===== src/rtl/mips_pkg.sv =====
// mips_pkg: constants shared between the fetch stage and the control unit.
//   - opcode / funct field values
//   - PCSrc encodings for the next-PC mux
//   - fetch FSM state enum
//   - default reset PC and exception vector
package mips_pkg;

  // Primary opcodes (inst[31:26])
  localparam logic [5:0] OP_RTYPE = 6'h00;
  localparam logic [5:0] OP_J     = 6'h02;
  localparam logic [5:0] OP_JAL   = 6'h03;
  localparam logic [5:0] OP_BEQ   = 6'h04;
  localparam logic [5:0] OP_ADDI  = 6'h08;
  localparam logic [5:0] OP_LW    = 6'h23;
  localparam logic [5:0] OP_SW    = 6'h2B;

  // R-type function codes (inst[5:0])
  localparam logic [5:0] FN_JR    = 6'h08;
  localparam logic [5:0] FN_JALR  = 6'h09;
  localparam logic [5:0] FN_ADD   = 6'h20;
  localparam logic [5:0] FN_SUB   = 6'h22;
  localparam logic [5:0] FN_AND   = 6'h24;
  localparam logic [5:0] FN_OR    = 6'h25;
  localparam logic [5:0] FN_SLT   = 6'h2A;

  // Next-PC source select
  localparam logic [1:0] PC_SEQ   = 2'b00;
  localparam logic [1:0] PC_JUMP  = 2'b01;
  localparam logic [1:0] PC_JR    = 2'b10;
  localparam logic [1:0] PC_RSV   = 2'b11;

  typedef enum logic [1:0] {
    S_IDLE  = 2'b00,
    S_FETCH = 2'b01,
    S_EXEC  = 2'b10
  } fetch_state_t;

  localparam logic [31:0] RESET_PC_DEF = 32'h0040_0000;
  localparam logic [31:0] EXC_VEC_DEF  = 32'h8000_0008;

endpackage


===== src/rtl/next_pc_calc.sv =====
// next_pc_calc: purely combinational next-PC selection.
// Ports:
//   pc        in  32  address of the current instruction
//   index     in  26  inst[25:0] (jump index; low 16 bits are the branch immediate)
//   pc_src    in  2   PC_SEQ / PC_JUMP / PC_JR / reserved
//   branch    in  1   instruction is beq
//   zero      in  1   ALU equality result
//   jr_target in  32  register target for jr/jalr
//   pc_plus4  out 32  pc + 4 (link value)
//   next_pc   out 32  selected next PC, low bits not yet sanitised
module next_pc_calc
  import mips_pkg::*;
(
  input  logic [31:0] pc,
  input  logic [25:0] index,
  input  logic [1:0]  pc_src,
  input  logic        branch,
  input  logic        zero,
  input  logic [31:0] jr_target,
  output logic [31:0] pc_plus4,
  output logic [31:0] next_pc
);

  logic signed [31:0] br_off;
  logic        [31:0] br_target;
  logic        [31:0] jump_target;

  assign pc_plus4    = pc + 32'd4;
  // Word offset sign-extended and scaled to bytes; the add wraps modulo 2^32.
  assign br_off      = $signed({{14{index[15]}}, index[15:0], 2'b00});
  assign br_target   = pc_plus4 + $unsigned(br_off);
  assign jump_target = {pc_plus4[31:28], index, 2'b00};

  always_comb begin
    next_pc = pc_plus4;
    case (pc_src)
      PC_SEQ:  next_pc = (branch && zero) ? br_target : pc_plus4;
      PC_JUMP: next_pc = jump_target;
      PC_JR:   next_pc = jr_target;
      default: next_pc = pc_plus4;
    endcase
  end

endmodule


===== src/rtl/inst_fetch.sv =====
// inst_fetch: fetch stage of the single-cycle MIPS core.
// Holds the PC, fetches one word over a req/ready handshake, holds it for the
// core until inst_done, then registers the next PC.
// Optional feature macro: PC_MISALIGN_TRAP_EN -- a misaligned next PC loads
// EXC_VEC and pulses misalign_trap in the first following FETCH cycle. When
// undefined the low two PC bits are simply cleared and the port is absent.
// Ports:
//   clk, reset (async, active-high)
//   imem_req/imem_addr out, imem_ready/imem_rdata in : instruction memory
//   inst, inst_valid, OpCode, Funct, pc, pc_plus4 out : to decode/control
//   inst_done, PCSrc, Branch, Zero, JrTarget in      : next-PC controls
//   misalign_trap out (only with PC_MISALIGN_TRAP_EN)
module inst_fetch
  import mips_pkg::*;
#(
  parameter logic [31:0] RESET_PC = RESET_PC_DEF
`ifdef PC_MISALIGN_TRAP_EN
  , parameter logic [31:0] EXC_VEC = EXC_VEC_DEF
`endif
) (
  input  logic        clk,
  input  logic        reset,
  output logic        imem_req,
  output logic [31:0] imem_addr,
  input  logic        imem_ready,
  input  logic [31:0] imem_rdata,
  output logic [31:0] inst,
  output logic        inst_valid,
  output logic [5:0]  OpCode,
  output logic [5:0]  Funct,
  output logic [31:0] pc,
  output logic [31:0] pc_plus4,
  input  logic        inst_done,
  input  logic [1:0]  PCSrc,
  input  logic        Branch,
  input  logic        Zero,
  input  logic [31:0] JrTarget
`ifdef PC_MISALIGN_TRAP_EN
  , output logic      misalign_trap
`endif
);

  fetch_state_t state;
  logic [31:0]  next_pc;

  next_pc_calc u_next_pc (
    .pc        (pc),
    .index     (inst[25:0]),
    .pc_src    (PCSrc),
    .branch    (Branch),
    .zero      (Zero),
    .jr_target (JrTarget),
    .pc_plus4  (pc_plus4),
    .next_pc   (next_pc)
  );

  assign imem_addr = pc;
  assign OpCode    = inst[31:26];
  assign Funct     = inst[5:0];

  always_ff @(posedge clk or posedge reset) begin
    if (reset) begin
      state      <= S_IDLE;
      pc         <= RESET_PC;
      inst       <= 32'd0;
      imem_req   <= 1'b0;
      inst_valid <= 1'b0;
`ifdef PC_MISALIGN_TRAP_EN
      misalign_trap <= 1'b0;
`endif
    end else begin
      case (state)
        S_IDLE: begin
          state    <= S_FETCH;
          imem_req <= 1'b1;
        end
        S_FETCH: begin
`ifdef PC_MISALIGN_TRAP_EN
          // Trap flag lives only for the first FETCH cycle.
          misalign_trap <= 1'b0;
`endif
          if (imem_ready) begin
            inst       <= imem_rdata;
            state      <= S_EXEC;
            imem_req   <= 1'b0;
            inst_valid <= 1'b1;
          end
        end
        S_EXEC: begin
          if (inst_done) begin
`ifdef PC_MISALIGN_TRAP_EN
            if (next_pc[1:0] != 2'b00) begin
              pc            <= EXC_VEC;
              misalign_trap <= 1'b1;
            end else begin
              pc <= next_pc;
            end
`else
            pc <= next_pc & 32'hFFFF_FFFC;
`endif
            state      <= S_FETCH;
            imem_req   <= 1'b1;
            inst_valid <= 1'b0;
          end
        end
        default: begin
          state      <= S_IDLE;
          imem_req   <= 1'b0;
          inst_valid <= 1'b0;
        end
      endcase
    end
  end

endmodule


===== config.mk =====
export PLATFORM = sky130hd
export DESIGN_NAME = inst_fetch
export DESIGN_NICKNAME = d
export VERILOG_FILES = /design/src/rtl/mips_pkg.sv /design/src/rtl/next_pc_calc.sv /design/src/rtl/inst_fetch.sv
export SDC_FILE = /design/constraint.sdc
export NUM_CORES = 1
export LEC_CHECK = 0
export CORE_AREA = 2 2 118 120
export DETAILED_ROUTE_END_ITERATION = 10
export DIE_AREA = 0 0 120 122
export PLACE_DENSITY_LB_ADDON = 0.08
export SETUP_SLACK_MARGIN = 0.2
export SYNTH_ARGS = -nofsm -noshare
export SYNTH_HDL_FRONTEND = slang
export SYNTH_HIERARCHICAL = 1
export SYNTH_SLANG_ARGS = --single-unit

===== constraint.sdc =====
create_clock -name clk -period 5 [get_ports clk]
set_clock_uncertainty 0.1 [all_clocks]
set_input_delay 0.5 -clock clk [delete_from_list [all_inputs] [get_ports clk]]
set_output_delay 0.5 -clock clk [all_outputs]
set_load 0.03 [all_outputs]

==> results of run 1 <==
## layer usage
layer,track usage,wire length [um]
met5,0,0
met4,0.0882,365
met3,0.0468,1210
met2,0.423,8840
met1,0.343,8280
## layout make-up
class / count / area [um2]
well taps: 180 / 225
fillers: 1177 / 5220
flip-flops and latches: 65 / 1630
multi-input cells: 507 / 3960
clock buffers: 9 / 225
clock inverters: 7 / 71.3
inverters: 19 / 71.3
repair buffers: 213 / 2100
## through the flow
stage	util	cells	setup WS [ps]
after global routing	0.613	1000	221
final	0.613	1000	511
after detailed placement	0.591	984	586
after floorplan	-	668	378
after CTS	0.613	1000	544
after global placement	0.591	984	629
## power breakdown
| group | leakage (nW) | switching [mW] | total (mW) | internal, mW |
|---|---|---|---|---|
| sequential | 0.780 | 0.395 | 1.19 | 0.791 |
| combinational | 2.64 | 2.96 | 5.23 | 2.27 |
| clock | 0.149 | 0.257 | 0.642 | 0.386 |
## critical path: stages, from the launching register on
cell and delay [ps]:
dfrtp_1 480, ha_1 260, inv_1 80, nor3_2 400
nand3_1 190, xnor2_1 400, ha_1 410, a21o_1 210
a21oi_1 200, nor2_1 90, or4_1 470, a31oi_1 260
o41ai_2 120, xor2_1 170, a31oi_1 180, o31ai_1 90
mux2_2 280
## registers in the layout, summed over array words and instances, names as in the netlist
signal,count
inst,32
imem_addr,30
state,2
inst_valid,1
## worst paths after layout
kind | start | to | slack [ps] | cells after the start
setup / recovery | imem_addr[2] | imem_addr[31] | 510 | 16
hold / removal | inst_valid | inst_valid | 410 | 1
setup reg to reg | imem_addr[2] | imem_addr[31] | 510 | 16
hold reg to reg | inst_valid | inst_valid | 410 | 1
max in group asynchronous | reset | imem_addr[12] | 3350 | 3
min in group asynchronous | reset | inst[29] | 480 | 2
==> impl_metrics.py, run 1 <==
metrics = {
    "cells_and_area": {
        "n_antenna_cell": 0,
        "drive_gt1_frac": 0.143,
        "design_area_um2": 8280,
        "mostFrequentLayoutCells": "203 x clkdlybuf4s50_1, 64 x dfrtp_1, 59 x a21oi_1, 59 x nand2_1, 44 x nor2_1",
        "area_delta_synth_final_pct": 34.5,
        "mostFrequentLayoutCell": "clkdlybuf4s50_1",
        "nets": 922,
    },
    "timing": {
        "final_max_slew_viol_count": 0,
        "hold_viol_final": 0,
        "timing.hold.ws_ps": 414,
        "period_share": 0.898,
        "period_needed_ps": 4490,
        "setup_tns_ps": 0,
        "fmax_ghz": 0.223,
        "setup_viol": 0,
        "worst_pin_slew_ps": 1130,
        "rsz0062_at_grt": "no",
        "max-slew-margin-rel": 0.245,
    },
    "place": {
        "placed_area_um2": 7990,
        "port_buffers": 205,
        "hpwl_mm": 13.9,
        "globalplace.congestion": 0.914,
    },
    "cts": {
        "cts_max_path_buffers": 2,
        "cts_buffers": 9,
        "post_cts_buffers": 0,
        "cts_resized": 0,
        "path_clk_slew_ps": 60,
        "hold_buffers": 0,
        "clkLatencyLatePin_ps": 350,
        "cts_tree": "built",
        "ctsRootBufferMaster": "clkbuf_16",
        "numClockSinks": 65,
        "h-tree-depth": 3,
    },
    "logic_synthesis": {
        "syn_inst": 663,
        "ys_warn_count": 6,
        "postSynthAreaPerCell_um2": 9.29,
        "synth_area_um2": 6160,
    },
    "flow_run": {
        "max_cap_violations": 0,
    },
    "outcome": {
        "status": "finished clean",
    },
    "global_route": {
        "grt_pass1_vias": 5694,
        "antenna_found_initial": 0,
        "gr-total-overflow": 0,
        "grt_pass1_wl_mm": 29.7,
        "grtUsageTotal": 0.258,
        "grt_max_degree": 44,
    },
    "die": {
        "dieArea_um2": 14600,
        "initial_utilization": 0.456,
        "core-area_um2": 13500,
        "die_y_um": 122,
        "io_pins": 214,
        "row_count": 43,
        "die_w_um": 120,
    },
    "detailed_routing": {
        "drtAntennaViolNets": 0,
        "drtIter0Drc": 350,
        "viasPerCell": 5.65,
        "dr_total_vias": 5652,
        "wl_mm": 18.7,
        "firstDrtPassIters": 5,
        "wl_per_cell_um": 18.7,
        "drc_errors": 0,
    },
    "worst_setup_path": {
        "crit_required_ps": 5130,
        "critical_path.endpoint_type": "flip-flop",
        "cp-start-kind": "flip-flop",
        "critPathKind": "flip-flop to flip-flop",
        "worst-path-max-fanout": 9,
        "arrival_ps": 4620,
    },
    "pwr": {
        "total_power_mw": 7.06,
        "ir_drop_mv": 0.423,
        "power.density_nw_per_um2": 852,
        "power_leakage_nw": 3.57,
    },
    "worst_hold_path": {
        "hold_class": "flip-flop to flip-flop",
    },
}
Power figures use the tool's default switching activity.
==> inputs of run 2 (changes only) <==
ABC_AREA = 1   (was unset)
CORE_AREA = 2 2 124 126   (was 2 2 118 120)
CTS_CLUSTER_SIZE = 12   (was unset)
DIE_AREA = 0 0 126 128   (was 0 0 120 122)
==> run 2 against run 1 <==
Compared with the run above:
- sequential power hardly changed
- combinational power fell by 16%
- via count rose by 36%
- largest power group unchanged
==> impl_metrics.py, run 2 <==
metrics = {
    "global_route": {
        "gr-total-overflow": 0,
        "grt_max_degree": 67,
        "grt_pass1_wl_mm": 37.5,
        "grtUsageTotal": 0.299,
        "grt_pass1_vias": 7129,
        "antenna_found_initial": 0,
    },
    "detailed_routing": {
        "wl_mm": 24.1,
        "drtIter0Drc": 552,
        "drtAntennaViolNets": 0,
        "firstDrtPassIters": 5,
        "dr_total_vias": 7697,
        "viasPerCell": 5.18,
        "drc_errors": 0,
        "wl_per_cell_um": 16.2,
    },
    "cells_and_area": {
        "mostFrequentLayoutCell": "nand2_1",
        "largest_reg_flops": 32,
        "nets": 1401,
        "area_delta_synth_final_pct": 30.5,
        "mostFrequentLayoutCells": "348 x nand2_1, 205 x clkdlybuf4s50_1, 199 x inv_1",
        "n_antenna_cell": 0,
        "drive_gt1_frac": 0.0485,
        "max_flop_register": "inst",
        "design_area_um2": 9190,
        "final_util": 0.618,
    },
    "cts": {
        "ctsRootBufferMaster": "clkbuf_16",
        "cts_tree": "built",
        "hold_buffers": 0,
        "cts_max_path_buffers": 2,
        "numClockSinks": 65,
        "clkLatencyLatePin_ps": 340,
        "cts_resized": 0,
        "path_clk_slew_ps": 60,
        "h-tree-depth": 3,
        "post_cts_buffers": 0,
        "cts_buffers": 9,
    },
    "timing": {
        "hold_viol_final": 0,
        "setup_viol": 0,
        "period_needed_ps": 3720,
        "final_max_slew_viol_count": 0,
        "fmax_ghz": 0.269,
        "worst_pin_slew_ps": 1160,
        "rsz0062_at_grt": "no",
        "setup_tns_ps": 0,
        "timing.hold.ws_ps": 421,
        "max-slew-margin-rel": 0.223,
        "period_share": 0.745,
    },
    "place": {
        "globalplace.congestion": 0.954,
        "port_buffers": 205,
        "placed_area_um2": 8890,
        "hpwl_mm": 19.0,
    },
    "worst_setup_path": {
        "reg2reg_depth": 21,
        "cpMostUsedCell": "nand2_1",
        "worst-path-max-fanout": 6,
        "arrival_ps": 3810,
        "cp-start-kind": "flip-flop",
        "reg2reg_to": "imem_addr[29]",
        "crit_start": "imem_addr[2]",
        "critical_path.endpoint_type": "flip-flop",
        "worst_r2r_startpoint": "imem_addr[2]",
        "endpoint": "imem_addr[29]",
        "critical_path.cell_chain": "ha_1, nand2_2, inv_2, nand2_4, nor2_2, nand2_2, xor2_1, inv_1, ha_1, nand2_1, nand2_1, a21oi_1, o21ai_0, a21oi_1, nand2_1, nand2_1, nand3_1, nand2_1, nand3_1, inv_1, o21ai_0",
        "critical-path-max-stage-delay_ps": 460,
        "r2r_slack_ps": 1280,
        "slowest_stage": "dfrtp_1",
        "critPathKind": "flip-flop to flip-flop",
        "crit_required_ps": 5080,
    },
    "logic_synthesis": {
        "ys_warn_count": 6,
        "synth_area_um2": 7040,
        "postSynthAreaPerCell_um2": 6.15,
        "syn_inst": 1144,
    },
    "die": {
        "die_w_um": 126,
        "dieArea_um2": 16100,
        "initial_utilization": 0.474,
        "io_pins": 214,
        "row_count": 45,
        "die_y_um": 128,
        "core-area_um2": 14900,
    },
    "pwr": {
        "power.density_nw_per_um2": 674,
        "power_leakage_nw": 4.71,
        "ir_drop_mv": 0.430,
    },
    "worst_hold_path": {
        "hold_class": "flip-flop to flip-flop",
    },
    "outcome": {
        "status": "finished clean",
    },
    "flow_run": {
        "max_cap_violations": 0,
    },
}
-- run 2: worst min path at each step --
stage | endpoint | slack (ps) | from | cells past startpoint
floorplan | state[0] | 420 | state[1] | 1
global placement | inst[30] | 400 | inst[30] | 2
detailed placement | inst[31] | 410 | inst[31] | 2
CTS | inst[31] | 420 | inst[31] | 2
global route | inst[30] | 440 | inst[30] | 2
finish | inst[31] | 420 | inst[31] | 2
-- run 2: final cells by class --
type	count	area, um2
fillers	1480	5680
well taps	188	235
flip-flops and latches	65	1630
clock inverters	7	68.8
inverters	207	777
clock buffers	9	225
multi-input cells	800	4160
repair buffers	211	2100
-- run 2: worst max-delay path, delay by kind of cell (launching register included) --
family | cells | cell delay [ps]
and+or+nand+nor | 11 | 1120
AOI/OAI and AO/OA | 4 | 670
adders and majority gates | 2 | 580
DFF | 1 | 460
buffers and inverters | 3 | 350
xor gates and xnor gates | 1 | 270
-- run 2: stage by stage --
stage / setup WS, ps / std cells / power (mW)
3_5_place_dp: 1310 / 1471 / 5.52
6_report: 1280 / 1487 / 6.19
5_1_grt: 910 / 1487 / 6.64
4_1_cts: 1270 / 1487 / 6.19
2_1_floorplan: 1550 / 1149 / 4.07
3_3_place_gp: 1350 / 1471 / 5.48
-- run 2: metal layers --
layer	track usage	wire length (um)	vias up
li1	-	-	3843
met1	0.367	9670	3439
met2	0.493	11100	351
met3	0.0735	2200	64
met4	0.146	1190	0
met5	0	0	-
-- run 2: report_power, final --
group	leakage [nW]	switching (mW)	internal, mW	total, mW
registers	0.818	0.427	0.763	1.19
logic	3.75	2.75	1.62	4.37
clock network	0.142	0.251	0.385	0.636
total	4.71	3.43	2.77	6.19
==> inputs of run 3 (changes only) <==
clock period = 3.7 ns   (was 5 ns; I/O delays follow)
==> run 3 against run 2 <==
Compared with the run above:
- highest routed layer unchanged
- die area is the same
- final area up 7.7%
- clock power rose by 59%
- register-to-register slack worse by 890 ps
==> impl_metrics.py, run 3 (same netlist as run 2, synthesis figures left out) <==
metrics = {
    "outcome": {
        "status": "finished clean",
    },
    "detailed_routing": {
        "met3_length_mm": 1.82,
        "wl_per_cell_um": 16.4,
        "dr_total_vias": 7897,
        "viasPerCell": 5.14,
        "drtIter0Drc": 628,
        "wl_met1_mm": 10.2,
        "drc_errors": 0,
        "wl_mm": 25.1,
        "firstDrtPassIters": 7,
        "route.met2.wl_mm": 11.5,
        "drtAntennaViolNets": 0,
        "top_layer": "met4",
    },
    "die": {
        "dieArea_um2": 16100,
        "die_y_um": 128,
        "die_w_um": 126,
        "initial_utilization": 0.474,
        "io_pins": 214,
        "row_count": 45,
        "core-area_um2": 14900,
    },
    "flow_run": {
        "max_cap_violations": 0,
    },
    "cells_and_area": {
        "multi_input_area_um2": 4420,
        "max_flop_register": "inst",
        "largest_reg_flops": 32,
        "regArea_um2": 1650,
        "drive_gt1_frac": 0.130,
        "design_area_um2": 9900,
        "n_antenna_cell": 0,
        "mostFrequentLayoutCell": "nand2_1",
        "area_delta_synth_final_pct": 40.6,
        "fillCellCount": 1415,
        "nets": 1450,
        "final_util": 0.666,
        "stdcell_count": 1536,
        "mostFrequentLayoutCells": "343 x nand2_1, 205 x clkdlybuf4s50_1, 199 x inv_1",
    },
    "worst_setup_path": {
        "critPathBufInv": 2,
        "critical-path-max-stage-delay_ps": 460,
        "crit_start": "imem_addr[6]",
        "path_depth": 18,
        "crit_family": "simple AND/OR/NAND/NOR gates",
        "cp-start-kind": "flip-flop",
        "slowest_stage": "dfrtp_2",
        "worst-path-max-fanout": 6,
        "worst_r2r_startpoint": "imem_addr[6]",
        "cpMostUsedCell": "nand3_1",
        "crit_required_ps": 3800,
        "critical_path.endpoint_type": "flip-flop",
        "reg2reg_to": "imem_addr[28]",
        "r2r_slack_ps": 390,
        "arrival_ps": 3400,
        "critical_path.cell_chain": "nand2_4, nor2_8, nand2_4, nor2_1, xnor2_2, inv_1, ha_1, nand2_1, nor2_1, nand3_1, nand3_1, nand3_1, nand3_1, nand3_1, nand2_1, nand3_1, inv_1, o21ai_0",
        "critPathKind": "flip-flop to flip-flop",
        "reg2reg_depth": 18,
    },
    "cts": {
        "ctsRootBufferMaster": "clkbuf_16",
        "hold_buffers": 0,
        "path_clk_slew_ps": 60,
        "h-tree-depth": 3,
        "numClockSinks": 65,
        "cts_max_path_buffers": 2,
        "clkLatencyLatePin_ps": 330,
        "cts_tree": "built",
        "cts_buffers": 9,
    },
    "timing": {
        "setup_tns_ps": 0,
        "worst_pin_slew_ps": 1160,
        "setup_viol": 0,
        "final_max_slew_viol_count": 0,
        "rsz0062_at_grt": "yes",
        "fmax_ghz": 0.302,
        "period_needed_ps": 3310,
        "finalWorstSetupSlack_ps": 391,
        "max-slew-margin-rel": 0.230,
        "hold_viol_final": 0,
        "period_share": 0.894,
    },
    "pwr": {
        "ir_drop_mv": 0.532,
        "power.density_nw_per_um2": 915,
        "power_leakage_nw": 4.99,
    },
    "place": {
        "hpwl_mm": 20.1,
        "dp_slack_ps": 242,
        "placed_area_um2": 9130,
        "globalplace.congestion": 0.986,
        "dp_cells": 1503,
        "port_buffers": 205,
    },
    "global_route": {
        "antenna_found_initial": 0,
        "grtUsageTotal": 0.309,
        "grt_max_degree": 61,
        "grt_pass1_vias": 7462,
        "grt_pass1_wl_mm": 38.7,
        "gr-total-overflow": 0,
    },
    "worst_hold_path": {
        "hold_class": "input port to async pin",
    },
}
==> run 3: changes by cell type in the layout (fill, tap and decap cells not counted), moves of 8 or more <==
cell	delta
dfrtp_1	-17
xor2_1	-9
dfrtp_2	+17
nor2_2	+11
ha_1	-8
buf_4	+49
xor2_2	+9
nor2_1	-15
==> run 3: metrics by stage <==
step                power [mW]  hold slack (ps)
floorplan                 5.50              361
global placement          7.62              399
detailed placement        7.66              408
CTS                       8.72              369
global route              9.70              414
finish                    9.06              347
==> run 3: worst max-delay path by stage <==
stage and end:
2_1_floorplan imem_addr[23], 3_3_place_gp imem_addr[29], 3_5_place_dp imem_addr[23], 4_1_cts imem_addr[23], 5_1_grt imem_addr[28], 6_report imem_addr[28]
==> run 3: layout make-up <==
cell class,count,area share
Clock buffer,9,0.0228
Inverter,207,0.0785
Tap cell,188,0.0238
Sequential cell,65,0.167
Clock inverter,7,0.0128
Timing Repair Buffer,260,0.249
Multi-Input combinational cell,800,0.447
==> run 3: report_power, final <==
group	leakage, nW	internal (mW)	switching, mW
Clock	0.168	0.666	0.342
Combinational	4.02	2.52	3.93
Sequential	0.795	1.05	0.555
==> run 3: repair_timing <==
| item | 4_1_cts | 5_1_grt |
|---|---|---|
| setup endpoints to repair | 0 | 18 |
| gates resized for setup | 0 | 73 |
| setup buffers | 0 | 17 |
==> run 3: per-layer routing <==
metal | vias to the layer above | track usage
met1 | 3547 | 0.380
li1 | 3934 | -
met3 | 79 | 0.0626
met5 | - | 0
met2 | 337 | 0.507
met4 | 0 | 0.175
==> run 3: worst register-to-register path, delay by kind of cell, from the launching register on <==
| family | cells | cell delay (ps) |
|---|---|---|
| buffers and inverters | 2 | 230 |
| AO/OA/AOI/OAI | 1 | 80 |
| AND/OR/NAND/NOR | 13 | 1770 |
| adder cells (fa/ha/maj) | 1 | 360 |
| flip-flops | 1 | 460 |
| XOR/XNOR | 1 | 180 |
